[config.mk]
export PLATFORM = sky130hd
export DESIGN_NAME = oc8051_xrom_fetch
export DESIGN_NICKNAME = d
export VERILOG_FILES = /design/src/rtl/oc8051_xrom_fetch.sv
export SDC_FILE = /design/constraint.sdc
export NUM_CORES = 1
export LEC_CHECK = 0
export ABC_AREA = 1
export CAP_MARGIN = 40
export CELL_PAD_IN_SITES_DETAIL_PLACEMENT = 1
export CELL_PAD_IN_SITES_GLOBAL_PLACEMENT = 2
export CORE_MARGIN = 1.5
export CORE_UTILIZATION = 26
export CTS_BUF_LIST = sky130_fd_sc_hd__clkbuf_8
export CTS_CLUSTER_DIAMETER = 30
export CTS_CLUSTER_SIZE = 24
export DETAILED_ROUTE_END_ITERATION = 8
export PLACE_DENSITY_LB_ADDON = 0.1
export SYNTH_ARGS = -nofsm -noshare
export SYNTH_HDL_FRONTEND = slang
export SYNTH_SLANG_ARGS = --single-unit
[constraint.sdc]
create_clock -name clk -period 1.8 [get_ports clk]
set_input_delay 0.36 -clock clk [delete_from_list [all_inputs] [get_ports clk]]
set_output_delay 0.36 -clock clk [all_outputs]
set_load 0.02 [all_outputs]
[src/rtl/oc8051_xrom_fetch.sv]
// oc8051_xrom_fetch: answers the core's istb/iack instruction fetch by reading three
// consecutive bytes from byte-wide program memory. Optional macro OC8051_XROM_HIT_EN adds a repeat-fetch hit.
module oc8051_xrom_fetch #(
  parameter int WAIT_STATES = 1
) (
  input  logic        clk,
  input  logic        rst,
  input  logic        istb_i,
  input  logic [15:0] iadr_i,
  output logic        iack_o,
  output logic [7:0]  op1_o,
  output logic [7:0]  op2_o,
  output logic [7:0]  op3_o,
  output logic        mem_rd_o,
  output logic [15:0] mem_adr_o,
  input  logic [7:0]  mem_dat_i
);

  typedef enum logic [1:0] {ST_IDLE, ST_READ, ST_ACK} state_e;

  localparam logic [3:0] WAIT_LAST = 4'(WAIT_STATES);

  state_e      state_q, state_d;
  logic [1:0]  idx_q, idx_d;
  logic [3:0]  wcnt_q, wcnt_d;
  logic        iack_q, iack_d;
  logic        mem_rd_q, mem_rd_d;
  logic [15:0] mem_adr_q, mem_adr_d;
  logic [2:0]  op_ld;
  logic        hit;
  logic        hit_set;
  logic        hit_clr;

  always_comb begin
    state_d   = state_q;
    idx_d     = idx_q;
    wcnt_d    = wcnt_q;
    iack_d    = 1'b0;
    mem_rd_d  = mem_rd_q;
    mem_adr_d = mem_adr_q;
    op_ld     = 3'b000;
    hit_set   = 1'b0;
    hit_clr   = 1'b0;
    case (state_q)
      ST_IDLE: begin
        mem_rd_d = 1'b0;
        if (istb_i) begin
          if (hit) begin
            state_d = ST_ACK;
            iack_d  = 1'b1;
          end else begin
            state_d   = ST_READ;
            idx_d     = 2'd0;
            wcnt_d    = 4'd0;
            mem_rd_d  = 1'b1;
            mem_adr_d = iadr_i;
            hit_clr   = 1'b1;
          end
        end
      end
      ST_READ: begin
        if (!istb_i) begin
          state_d  = ST_IDLE;
          mem_rd_d = 1'b0;
          hit_clr  = 1'b1;
        end else if (wcnt_q != WAIT_LAST) begin
          wcnt_d = wcnt_q + 4'd1;
        end else begin
          op_ld[idx_q] = 1'b1;
          wcnt_d       = 4'd0;
          if (idx_q == 2'd2) begin
            state_d  = ST_ACK;
            mem_rd_d = 1'b0;
            iack_d   = 1'b1;
            hit_set  = 1'b1;
          end else begin
            idx_d     = idx_q + 2'd1;
            mem_adr_d = mem_adr_q + 16'd1;
          end
        end
      end
      ST_ACK: begin
        state_d  = ST_IDLE;
        mem_rd_d = 1'b0;
      end
      default: begin
        state_d  = ST_IDLE;
        mem_rd_d = 1'b0;
      end
    endcase
  end

  always_ff @(posedge clk) begin
    if (rst) begin
      state_q   <= ST_IDLE;
      idx_q     <= 2'd0;
      wcnt_q    <= 4'd0;
      iack_q    <= 1'b0;
      mem_rd_q  <= 1'b0;
      mem_adr_q <= 16'h0000;
    end else begin
      state_q   <= state_d;
      idx_q     <= idx_d;
      wcnt_q    <= wcnt_d;
      iack_q    <= iack_d;
      mem_rd_q  <= mem_rd_d;
      mem_adr_q <= mem_adr_d;
    end
  end

  for (genvar gi = 0; gi < 3; gi++) begin : g_op
    logic [7:0] byte_q;
    always_ff @(posedge clk) begin
      if (rst) begin
        byte_q <= 8'h00;
      end else if (op_ld[gi]) begin
        byte_q <= mem_dat_i;
      end
    end
  end

`ifdef OC8051_XROM_HIT_EN
  logic        hit_vld_q;
  logic [15:0] last_adr_q;

  // On the final byte the address register sits at A+2, so A is recovered by subtraction.
  always_ff @(posedge clk) begin
    if (rst) begin
      hit_vld_q  <= 1'b0;
      last_adr_q <= 16'h0000;
    end else if (hit_set) begin
      hit_vld_q  <= 1'b1;
      last_adr_q <= mem_adr_q - 16'd2;
    end else if (hit_clr) begin
      hit_vld_q  <= 1'b0;
    end
  end

  assign hit = hit_vld_q && (iadr_i == last_adr_q);
`else
  logic unused_hit;
  assign unused_hit = hit_set ^ hit_clr;
  assign hit        = 1'b0;
`endif

  assign iack_o    = iack_q;
  assign mem_rd_o  = mem_rd_q;
  assign mem_adr_o = mem_adr_q;
  assign op1_o     = g_op[0].byte_q;
  assign op2_o     = g_op[1].byte_q;
  assign op3_o     = g_op[2].byte_q;

endmodule

[After elaboration in Yosys (flattened, before gate mapping)]
Index checks and enable logic that the tools add are counted.
Cells by class
  add/subtract/negate cells: 3
  $lt $le $gt $ge: 2
  equal/unequal tests: 9
  multiplexer cells: 30
  bitwise operators: 2
  reduce and logical (&&, ||, !) cells: 8
Operator list (count)
  2-to-1 mux 16 bit: 4
  one-hot mux 16 bit (2 select lines): 1
  adder 16 x 1 -> 16 bit, second input constant: 1
  2-to-1 mux 2 bit: 8
  2-to-1 mux 4 bit: 3
  2-to-1 mux 3 bit: 3
  != test 2 bit, second input constant: 4
  one-hot mux 2 bit (2 select lines): 2
  one-hot mux 4 bit (2 select lines): 1
  2-to-1 mux 1 bit: 6
  != test 3 bit, second input constant: 2
  AND reduction 3 bit: 2
  AND reduction 5 bit: 1
  adder 4 x 1 -> 4 bit, second input constant: 1
  != test 4 x 1 -> 1 bit, second input constant: 1
  OR reduction 4 bit: 1
  < comparator 2 x 3 -> 1 bit, second input constant: 1
  adder 2 x 1 -> 2 bit, second input constant: 1
  demux 1 bit (select 2 bit): 1
  equality test 2 x 1 -> 1 bit, second input constant: 1
  equality test 2 bit, second input constant: 1
  greater-or-equal comparator 2 x 1 -> 1 bit, second input constant: 1
  zero test 2 bit: 1
  inverter 1 bit: 2
  other kinds (4): 4
Storage, ports and cells
  bits in registers: 50
  input bits: 27
  output and inout port bits: 42
  logic and storage cells: 63

[Logic depth before layout (Yosys ltp)]
  depth after elaboration: 7
  gate-level depth with buffers: 10
  gate-level depth less buffers: 9

[Worst setup path after synthesis]
Ideal clock, no wire load.
  path kind: reg-to-reg
  start point: register mem_adr_q[0] (netlist: mem_adr_o[0])
  end point: register mem_adr_q[12] (netlist: mem_adr_o[12])
  setup time: 134 ps
  data arrival time: 1321 ps
  data required time: 1666 ps
  setup slack: 346 ps
  cell stages (with the launch flop): 9
  path buffers: 0
  period minus slack after synthesis: 1454 ps
  cell sequence: dfxtp_1 -> ha_1 -> nand3_1 -> inv_1 -> nand3_1 -> nand2_1 -> nand2_1 -> o21ai_0 -> a21oi_1
Between the ends
  longest elaborated chain between the ends: 5
Ends and longest elaborated chain
  start, declared: RTL line 28  | logic [15:0] mem_adr_q, mem_adr_d;
  start signal, assigned: RTL line 107  | mem_adr_q <= mem_adr_d;
  adder 16 x 1 -> 16 bit: RTL line 78  | mem_adr_d = mem_adr_q + 16'd1;
  2-to-1 mux 16 bit: RTL line 71  | if (idx_q == 2'd2) begin
  2-to-1 mux 16 bit: RTL line 66  | end else if (wcnt_q != WAIT_LAST) begin
  2-to-1 mux 16 bit: RTL line 62  | if (!istb_i) begin
  one-hot mux 16 bit (2 select lines): RTL line 44  | case (state_q)
Every way passes these cells. The select of a mux whose other input is x is not followed.
A chain may end at the register's enable or synchronous reset.

[Final worst setup path]
  start point: register mem_adr_q[10] (netlist: mem_adr_o[10])
  end point: output mem_adr_o[10]
RTL lines
  end, declared: RTL line 15  | output logic [15:0] mem_adr_o,
No word-level cell between the ends.

==> metrics.csv <==
stage,metric,value,unit
worst_setup_path,startpoint_type,flip-flop,
detailed_routing,drc,0,
placed_design,place_area,0.003218,mm^2
worst_setup_path,cp.required,1.44,ns
layout,multi_input_area,0.001224,mm^2
layout,final_util,37.51,%
power_and_ir_drop,seqPwrFrac,52.6,%
placed_design,placed_cells,524,
logic_synthesis,synthDistinctLibCells,30,
floorplan,ios,69,
layout,ff_latch_area,0.001001,mm^2
floorplan,design.die.area,0.009825,mm^2
detailed_routing,drt-vias-per-instance,4.598,
global_routing,grt_max_degree,32,
logic_synthesis,ys_warn_count,0,
worst_setup_path,endpoint_kind,output pin,
clock_network,cts_hold_buf,0,
power_and_ir_drop,power_density,682.2,mW/mm^2
floorplan,dieWidth,99.12,um
logic_synthesis,synthesis.area,0.002402,mm^2
detailed_routing,finalWirelength,7203,um
detailed_routing,wl_per_cell,13.54,um
detailed_routing,dr.pass1.iters,4,
sta,fmax,0.5771,GHz
layout,insertedDiodeCount,0,
placed_design,port_buffers,68,
worst_setup_path,critPathMaxStageDelay,0.64,ns
worst_setup_path,crit_family,buffers and inverters,
detailed_routing,ant_nets,0,
power_and_ir_drop,clockPowerShare,30.6,%
layout,drive_gt1_share,6.840,%
sta,finalHoldViolations,0,
global_routing,grt_pass1_vias,2447,
global_routing,antenna_found_initial,0,
clock_network,clkTransAtPathRegs,0.10,ns
layout,num-fill-cells,1132,
worst_setup_path,worstSetupPathType,flip-flop to output pin,
power_and_ir_drop,combPwrFrac,16.9,%
worst_setup_path,arrival,1.37,ns
floorplan,dieHeight,99.12,um
layout,post-route-cell-area,0.003319,mm^2
worst_setup_path,worst_path_max_delay_cell,clkdlybuf4s50_1,
floorplan,initial_core_util,27.15,%
global_routing,globalRouteTotalUtil,15.29,%
clock_network,root_buffer,clkbuf_8,
power_and_ir_drop,p_leak,1.329,nW
hold_path,hp-class,flip-flop to flip-flop,
power_and_ir_drop,power.total,2.264,mW
logic_synthesis,ys_ff_latch,50,
layout,synthToLayoutAreaGrowth,38.18,%
clock_network,cts_tree,done,
clock_network,cts-htree-levels,2,
sta,slew_headroom,79.81,%
global_routing,grt-ovfl-total,0,
sta,worst_pin_slew,0.3021,ns
power_and_ir_drop,internal_power,1.598,mW
placed_design,dp_slack,-0.03628,ns
logic_synthesis,syn_inst,352,
detailed_routing,vias,2446,
placed_design,gp_congestion,0.7239,
placed_design,dp_hpwl,5536,um
sta,finalCriticalPeriod,1.733,ns
sta,finalWorstSetupSlack,0.06712,ns
status,run_status,finished clean,
clock_network,cts_buffer_depth,2,
sta,finalSetupViolCount,0,
power_and_ir_drop,switchingPower,0.6665,mW
job,drv_cap,0,
worst_setup_path,worstPathMaxFanout,6,
logic_synthesis,yosysSeqAreaShare,41.67,%
logic_synthesis,synth_area_per_cell,6.825,um^2
worst_setup_path,cp_cell_sequence,clkdlybuf4s50_1,
power_and_ir_drop,p_sw_share,29.44,%
logic_synthesis,syn-num-nets,385,
clock_network,clock_latency,0.31,ns
sta,slew_violations,0,
power_and_ir_drop,peakVddDrop,0.2712,mV
floorplan,core-area,0.008848,mm^2
detailed_routing,drt_iter0_markers,51,
sta,grt_setup_unrepaired,false,
global_routing,grt_pass1_wl,12050,um
sta,skew,0.003616,ns
sta,timing.final.crit_share,96.27,%
layout,final_cells,532,
floorplan,rows,34,
layout,nNetsFinal,456,
clock_network,clock_sinks,50,
clock_network,cts_buffers,5,
worst_setup_path,critical_path_buf_inv_count,1,
final cells by class:
cell class | count | share of cell area, %
tap | 108 | 4.071
inverter | 28 | 3.166
clock inverter | 3 | 0.6408
sequential | 50 | 30.15
clock buffer | 5 | 2.073
timing repair buffer | 76 | 23.03
multi-input combinational | 262 | 36.86
synthesized netlist by cell type:
cell / number / area (um^2)
nor2_1: 97 / 364.1
nand2_1: 65 / 244.0
dfxtp_1: 50 / 1001
o21ai_0: 40 / 200.2
inv_1: 26 / 97.59
a21oi_1: 17 / 85.08
nand3_1: 14 / 70.07
clkbuf_1: 7 / 26.28
ha_1: 6 / 75.07
buf_6: 3 / 33.78
nand4_1: 3 / 18.77
a211oi_1: 2 / 15.01
inv_2: 2 / 7.510
nand3_2: 2 / 20.02
nor2_2: 2 / 12.51
xor2_1: 2 / 17.52
a21oi_2: 1 / 8.760
a22o_1: 1 / 8.760
a31oi_1: 1 / 6.260
buf_2: 1 / 5.000
buf_4: 1 / 7.510
nand2_2: 1 / 6.260
nand2_4: 1 / 11.26
nand3_4: 1 / 17.52
nor3_1: 1 / 5.000
o211ai_1: 1 / 7.510
o21ai_2: 1 / 8.760
o22ai_1: 1 / 6.260
or2_2: 1 / 6.260
xnor2_1: 1 / 8.760
metrics by stage:
step           hold WS, ns  setup TNS, ns
2_1_floorplan       0.4708              0
3_3_place_gp        0.4666        -0.2181
3_5_place_dp        0.4789        -0.2110
4_1_cts             0.5000              0
5_1_grt             0.5284              0
6_report            0.4946              0
worst reg2reg max path, stage by stage (launching register included):
cell and delay (ns):
dfxtp_1 0.43, ha_1 0.23, nand3_1 0.13, inv_1 0.16, nand3_1 0.12, nand2_1 0.08, nand2_1 0.05, o21ai_0 0.14
a21oi_1 0.08
state kept, by name, indices dropped and copies added (netlist names):
register	cells
mem_rd_o	1
op3_o	8
iack_o	1
wcnt_q	4
idx_q	2
op2_o	8
op1_o	8
mem_adr_o	16
state_q	2
what timing repair did:
| item | in CTS | in global routing |
|---|---|---|
| setup buffers | 0 | 0 |
| gates resized for setup | 1 | 6 |
| endpoints found under the setup margin | 1 | 6 |
routing by layer:
layer | global-route usage, % | vias to the layer above | wire length, um
met5 | 0 | - | 0
met4 | 3.900 | 0 | 77
met3 | 2.670 | 7 | 250
met2 | 25.94 | 46 | 3285
met1 | 20.23 | 1132 | 3589
li1 | - | 1261 | -
final timing paths:
kind                                   start                          to  slack (ns)  cells after the start
setup / recovery  mem_adr_o[10]$_SDFFE_PP0P_               mem_adr_o[10]        0.07                      1
setup reg to reg   mem_adr_o[0]$_SDFFE_PP0P_  mem_adr_o[12]$_SDFFE_PP0P_        0.29                      8
hold reg to reg        op3_o[4]$_SDFFE_PP0P_       op3_o[4]$_SDFFE_PP0P_        0.49                      2
hold / removal         op3_o[4]$_SDFFE_PP0P_       op3_o[4]$_SDFFE_PP0P_        0.49                      2
placed cells by master (no fill, tap or decap), types with 2 or more instances in the layout:
| cell | count |
|---|---|
| clkbuf_8 | 5 |
| nor2_2 | 2 |
| clkdlybuf4s50_1 | 62 |
| nor2_1 | 97 |
| dlymetal6s2s_1 | 5 |
| nand4_1 | 3 |
| inv_2 | 3 |
| dfxtp_1 | 50 |
| o21ai_0 | 40 |
| ha_1 | 6 |
| a211oi_1 | 2 |
| nand3_2 | 2 |
| xor2_1 | 2 |
| buf_4 | 7 |
| nand3_1 | 14 |
| a21oi_1 | 17 |
| nand2_1 | 65 |
| inv_1 | 25 |
cells by family (layout without fill, tap and decap cells):
kind of cell / Yosys count / count (layout) / synth area share [%]
DFF: 50 / 50 / 41.67
adders and majority gates: 6 / 6 / 3.125
xor gates and xnor gates: 3 / 3 / 1.094
and+or+nand+nor: 188 / 188 / 32.29
buffers and inverters: 40 / 112 / 7.396
AOI/OAI and AO/OA: 65 / 65 / 14.43
power by group through the flow:
stage	clock network, mW	logic [mW]	registers (mW)
floorplan	0	0.179	1.24
global placement	0	0.386	1.22
detailed placement	0	0.391	1.22
CTS	0.726	0.393	1.19
global route	0.764	0.430	1.20
finish	0.693	0.382	1.19
No activity file was read; power rests on OpenSTA's default activity.
